[src/rtl/accum_dump_mc.sv]
// Multi-channel integrate-and-dump correlator accumulator with a held result
// register and a valid/ready handshake. The dump comes from an external strobe or an internal sample count.
module accum_dump_mc #(
  parameter int NCH   = 3,
  parameter int IN_W  = 3,
  parameter int ACC_W = 24,
  parameter int OUT_W = 17,
  parameter int CNT_W = 16
) (
  input  logic                 clk,
  input  logic                 rst_n,
  input  logic                 clr,
  input  logic                 mode,
  input  logic [CNT_W-1:0]     dump_len,
  input  logic                 dump_in,
  input  logic                 in_valid,
  input  logic [NCH*IN_W-1:0]  in_data,
  output logic                 out_valid,
  input  logic                 out_ready,
  output logic [NCH*OUT_W-1:0] out_sum,
  output logic [CNT_W-1:0]     out_count,
  output logic [NCH-1:0]       out_sat,
  output logic                 overrun
);

  localparam logic signed [ACC_W:0]   ACC_MAX = {2'b00, {(ACC_W-1){1'b1}}};
  localparam logic signed [ACC_W:0]   ACC_MIN = -ACC_MAX;
  localparam logic signed [ACC_W-1:0] OUT_MAX = {{(ACC_W-OUT_W+1){1'b0}}, {(OUT_W-1){1'b1}}};
  localparam logic signed [ACC_W-1:0] OUT_MIN = -OUT_MAX;

  logic signed [ACC_W-1:0] acc_q [NCH];
  logic signed [ACC_W-1:0] acc_d [NCH];
  logic [CNT_W-1:0]        cnt_q, cnt_d;
  logic [NCH*OUT_W-1:0]    sum_q, sum_d;
  logic [CNT_W-1:0]        count_q, count_d;
  logic [NCH-1:0]          sat_q, sat_d;
  logic                    valid_q, valid_d;
  logic                    ovr_q, ovr_d;

  logic signed [ACC_W:0]   mag_ext [NCH];
  logic signed [ACC_W:0]   contrib [NCH];
  logic signed [ACC_W:0]   sum_ext [NCH];
  logic signed [ACC_W-1:0] acc_add [NCH];
  logic signed [ACC_W-1:0] res     [NCH];
  logic [NCH*OUT_W-1:0]    clip_sum;
  logic [NCH-1:0]          clip_sat;
  logic [CNT_W:0]          cnt_inc;
  logic [CNT_W:0]          len_eff;
  logic [CNT_W-1:0]        cnt_sat;
  logic                    dump_ev;

  always_comb begin
    cnt_inc  = {1'b0, cnt_q} + {{CNT_W{1'b0}}, 1'b1};
    cnt_sat  = cnt_inc[CNT_W] ? '1 : cnt_inc[CNT_W-1:0];
    len_eff  = (dump_len == '0) ? {{CNT_W{1'b0}}, 1'b1} : {1'b0, dump_len};
    dump_ev  = mode ? (in_valid && (cnt_inc >= len_eff)) : dump_in;
    clip_sum = '0;
    clip_sat = '0;
    for (int unsigned k = 0; k < NCH; k++) begin
      mag_ext[k] = {{(ACC_W+2-IN_W){1'b0}}, in_data[k*IN_W +: IN_W-1]};
      contrib[k] = in_data[k*IN_W + IN_W-1] ? -mag_ext[k] : mag_ext[k];
      sum_ext[k] = {acc_q[k][ACC_W-1], acc_q[k]} + contrib[k];
      if (sum_ext[k] > ACC_MAX)      acc_add[k] = ACC_MAX[ACC_W-1:0];
      else if (sum_ext[k] < ACC_MIN) acc_add[k] = ACC_MIN[ACC_W-1:0];
      else                           acc_add[k] = sum_ext[k][ACC_W-1:0];
      // Internal-length dumps include the current sample; strobe dumps do not.
      res[k] = mode ? acc_add[k] : acc_q[k];
      if (res[k] > OUT_MAX) begin
        clip_sum[k*OUT_W +: OUT_W] = OUT_MAX[OUT_W-1:0];
        clip_sat[k]                = 1'b1;
      end else if (res[k] < OUT_MIN) begin
        clip_sum[k*OUT_W +: OUT_W] = OUT_MIN[OUT_W-1:0];
        clip_sat[k]                = 1'b1;
      end else begin
        clip_sum[k*OUT_W +: OUT_W] = res[k][OUT_W-1:0];
      end
    end
  end

  always_comb begin
    acc_d   = acc_q;
    cnt_d   = cnt_q;
    sum_d   = sum_q;
    count_d = count_q;
    sat_d   = sat_q;
    valid_d = valid_q;
    ovr_d   = ovr_q;
    if (clr) begin
      for (int unsigned k = 0; k < NCH; k++) acc_d[k] = '0;
      cnt_d   = '0;
      valid_d = 1'b0;
      ovr_d   = 1'b0;
    end else if (dump_ev) begin
      // A valid sample on a strobe dump seeds the next period.
      for (int unsigned k = 0; k < NCH; k++)
        acc_d[k] = (!mode && in_valid) ? contrib[k][ACC_W-1:0] : '0;
      cnt_d   = (!mode && in_valid) ? {{(CNT_W-1){1'b0}}, 1'b1} : '0;
      sum_d   = clip_sum;
      sat_d   = clip_sat;
      count_d = mode ? cnt_sat : cnt_q;
      valid_d = 1'b1;
      if (valid_q && !out_ready) ovr_d = 1'b1;
    end else begin
      if (in_valid) begin
        acc_d = acc_add;
        cnt_d = cnt_sat;
      end
      if (valid_q && out_ready) valid_d = 1'b0;
    end
  end

  always_ff @(posedge clk or negedge rst_n) begin
    if (!rst_n) begin
      for (int unsigned k = 0; k < NCH; k++) acc_q[k] <= '0;
      cnt_q   <= '0;
      sum_q   <= '0;
      count_q <= '0;
      sat_q   <= '0;
      valid_q <= 1'b0;
      ovr_q   <= 1'b0;
    end else begin
      for (int unsigned k = 0; k < NCH; k++) acc_q[k] <= acc_d[k];
      cnt_q   <= cnt_d;
      sum_q   <= sum_d;
      count_q <= count_d;
      sat_q   <= sat_d;
      valid_q <= valid_d;
      ovr_q   <= ovr_d;
    end
  end

  assign out_valid = valid_q;
  assign out_sum   = sum_q;
  assign out_count = count_q;
  assign out_sat   = sat_q;
  assign overrun   = ovr_q;

endmodule

[config.mk]
export PLATFORM = sky130hd
export DESIGN_NAME = accum_dump_mc
export DESIGN_NICKNAME = d
export VERILOG_FILES = /design/src/rtl/accum_dump_mc.sv
export SDC_FILE = /design/constraint.sdc
export NUM_CORES = 1
export LEC_CHECK = 0
export CAP_MARGIN = 30
export CORE_UTILIZATION = 40
export DETAILED_ROUTE_END_ITERATION = 8
export SYNTH_ARGS = -nofsm -noshare
export SYNTH_HDL_FRONTEND = slang
export SYNTH_SLANG_ARGS = --single-unit
export TNS_END_PERCENT = 5
[constraint.sdc]
create_clock -name clk -period 4.9 [get_ports clk]
set_input_delay 0.98 -clock clk [delete_from_list [all_inputs] [get_ports clk]]
set_output_delay 0.98 -clock clk [all_outputs]
set_load 0.02 [all_outputs]
==> results by group <==
Die
  • Core Area: 36,800 µm²
  • Starting Density: 0.408
  • Die Height: 196 µm
  • Num ports: 104
  • Die area: 38,300 µm²
  • Chip Width: 196 µm
  • Row count: 70

Logic synthesis
  • YS warnings: 0
  • Seq/Total Area, Yosys: 0.267
  • Async SR Flop Fraction: 1.00
  • Commonest register cell after synthesis: dfrtp_1
  • Yosys cell types: between 100 and 150
  • Post-synth net total: 2,092
  • Post-synthesis register bit count: 160
  • Post-Syn Area: around 15,000 µm²
  • Post-synth EDFFs: 0
  • Syn avg cell area: 7.63 µm²
  • Post-Synthesis Cells: 1,965

Critical path
  • CP cell instances: clkdlybuf4s50_1 -> inv_1 -> ha_2 -> nor2b_4 -> buf_12 -> ha_1 -> buf_4 -> buf_4 -> and4_1 -> o31ai_2 -> a31oi_1 -> xnor2_1 -> buf_4 -> o2111a_1 -> a21boi_2 -> nor3_2 -> or4_4 -> a21o_4 -> o21ai_0
  • CP max stage delay: ~0.58 ns
  • Worst r2r src: cnt_q[1]$_DFFE_PN0P_
  • Critical Path RT: 5.27 ns
  • Crit Path Max Fanout: 7
  • Cell mode on critical path: buf_4
  • CP startpoint: in_data[1]
  • CP arrival: 5.21 ns
  • Worst Reg-to-Reg Cells: 19
  • Critical path capture point type: register
  • CP max stage cell: or4_4
  • Worst r2r dst: acc_q[49]$_DFFE_PN0P_
  • R2R Setup Slk: around 0.54 ns
  • Setup CP Type: input pin to register
  • Crit path max-delay family: compound AO/OA/AOI/OAI gates
  • Worst setup SP type: input pin
  • WP buf/inv: 6

Power
  • VDD IR max: approximately 0.00028 V
  • Lkg Pwr: between 0.009 and 0.01 µW
  • Power Dens Cells: between 300 and 400 nW/µm²

Route
  • Vias: 17,700
  • Initial DRC count: 1,539
  • Drc violations: 0
  • Detail Route Antenna Nets: 0
  • WL per Instance: 19.3 µm
  • Drt total wl: 57.6 mm
  • Initial DRT Pass Iterations: 7
  • Vias per cell: 5.93

CTS
  • Clock Sinks: 160
  • Cts hold-fix bufs: 0
  • Worst-Skew Late Latency: 0.45 ns
  • Root Driver: clkbuf_16
  • TritonCTS clock tree: done
  • Clock edge transition at the registers on the reported setup and hold paths: 0.07 ns
  • TritonCTS buffer count: 17
  • H-tree Lvls: 4
  • Max Buffers Root-to-Sink: 2

GRT
  • Antenna violations before repair: 1
  • Met1 usage: 0.391
  • Pin count of the biggest net entering global routing: 101
  • Gr busiest metal: met2
  • GR Layer Usage met2: 0.484
  • GR Util met3: 0.0468
  • GRT Residual Overflow: 0
  • Vias in the first global route: around 17,000
  • First-pass GRT wire length: between 90 and 100 mm
  • Gr usage total: 0.296

Timing
  • PnR worst setup slack: 0.0616 ns
  • Max-slew violations: 0
  • Slew HR: 0.467
  • Maximum clock rate: around 0.21 GHz
  • Final worst path period share: 0.987
  • Worst Tran Pin Value: 0.800 ns
  • Final setup fails: 0
  • Clock Skew: 0.0122 ns
  • RSZ-0062 raised after global routing: yes
  • Fin crit period: 4.84 ns
  • Final hold viol count: 0

Place
  • Setup WS pre-CTS: -0.855 ns
  • Final HPWL DP: 43.3 mm
  • Input/output buffers: 103
  • DP Cell Count: 2,901
  • GPL Wtd Cong: 1.00

Outcome
  • Status: complete, no violations

Layout
  • Non-filler cells, final: approximately 3,000
  • Area grow syn2layout: 45.3%
  • Share of layout cells above drive strength 1: 0.303
  • Inserted Diodes: 0
  • Fin nets: 2,631
  • End-of-flow core utilization: 0.592

Hold path
  • Hold Crit Class: input pin to asynchronous set/reset pin

Job
  • Maxcap violations: 0
[metal layers]
metal  routed length, µm  vias up
met3                3550      134
met2               26800      648
met1               25300     8510
met5                  12        -
li1                    -     8405
met4                1940        2
[registers in the layout, summed over array words and instances (netlist names)]
name	cells
cnt_q	16
overrun	1
out_count	16
out_valid	1
acc_q	72
out_sum	51
out_sat	3
[cells in the final DEF (no fill, tap or decap), drive strengths merged, types with 10 or more instances in the layout]
cell           count
nand4             27
nor3              43
nand2            251
or3               18
a311oi            12
nand2b            12
buf              542
or4               11
o31ai             22
clkbuf            21
a211oi            51
mux2i             13
nand3             40
nor2             167
and4              19
xor2              21
o21ai            203
xnor2             35
clkdlybuf4s50     97
o211ai            42
a21o              41
inv               69
dfrtp            160
and2              20
and3              15
a31oi             24
o22ai             12
nor4              17
o21a              17
o21bai            10
ha                92
nor2b             20
a21oi            206
[final cells by class]
cell class,count,area (µm²)
clock buffers,17,425
clock inverters,14,219
fillers,3354,15000
inverters,62,233
multi-input cells,1617,11000
flip-flops and latches,160,4000
well taps,468,586
repair buffers,646,5360
[cells by family (layout without fill, tap and decap cells)]
logic type               Yosys count  count (layout)  synth area share
AO/OA/AOI/OAI                    759             760             0.328
AND/OR/NAND/NOR                  689             689             0.223
flip-flops                       160             160             0.267
multiplexers                      13              13           0.00867
buffers and inverters            189             739            0.0571
XOR/XNOR                          56              56            0.0327
adder cells (fa/ha/maj)           99              99            0.0835
[metrics by stage]
step / total power [µW] / hold slack (ns) / cell area [µm²] / setup TNS [ns]
4_1_cts: 7450 / 0.490 / 21100 / -0.0604
5_1_grt: 8110 / 0.328 / 21800 / -1.35
6_report: 7680 / 0.329 / 21800 / 0
3_5_place_dp: 5780 / 0.474 / 19800 / -58.31
3_3_place_gp: 5720 / 0.458 / 19800 / -52.17
2_1_floorplan: 3820 / 0.470 / 15000 / -0.0730
[worst max path at each step]
stage / endpoint / depth (start not counted)
after floorplan: out_sum[18]$_DFFE_PN0P_ / 19
after global placement: out_sat[0]$_DFFE_PN0P_ / 18
after detailed placement: out_sat[0]$_DFFE_PN0P_ / 18
after CTS: out_sum[47]$_DFFE_PN0P_ / 19
after global routing: out_sum[0]$_DFFE_PN0P_ / 18
final: out_sum[3]$_DFFE_PN0P_ / 19
[cell usage after synthesis (all sizes together), types with 10 or more instances]
library cell	count	share of area
nand2	251	0.063
a21oi	206	0.070
o21ai	203	0.068
nor2	167	0.042
dfrtp	160	0.27
ha	92	0.077
clkbuf	75	0.019
inv	61	0.015
a211oi	51	0.026
buf	51	0.022
nor3	43	0.016
o211ai	42	0.025
a21o	40	0.020
nand3	40	0.013
xnor2	35	0.020
nand4	27	0.012
a31oi	24	0.010
o31ai	22	0.012
xor2	21	0.012
and2	20	0.0083
nor2b	20	0.0083
and4	19	0.011
or3	18	0.0075
nor4	17	0.0085
o21a	17	0.0086
and3	15	0.0063
mux2i	13	0.0087
a311oi	12	0.0074
nand2b	12	0.0050
o22ai	12	0.0050
or4	11	0.0058
o21bai	10	0.0050
[power breakdown]
group,total [µW],switching [µW],leakage (µW),internal (µW)
sequential,1830,254,0.00205,1570
combinational,4350,2260,0.00751,2090
clock,1500,632,0.000317,871
total,7680,3150,0.00988,4530
[timing repair]
action | CTS | global route
pin swaps | 17 | 24
resized for setup | 59 | 130
buffers inserted | 39 | 7
setup endpoints to repair | 89 | 93
gates cloned | 1 | 4
Note: power is estimated with default switching activity, not from simulation.
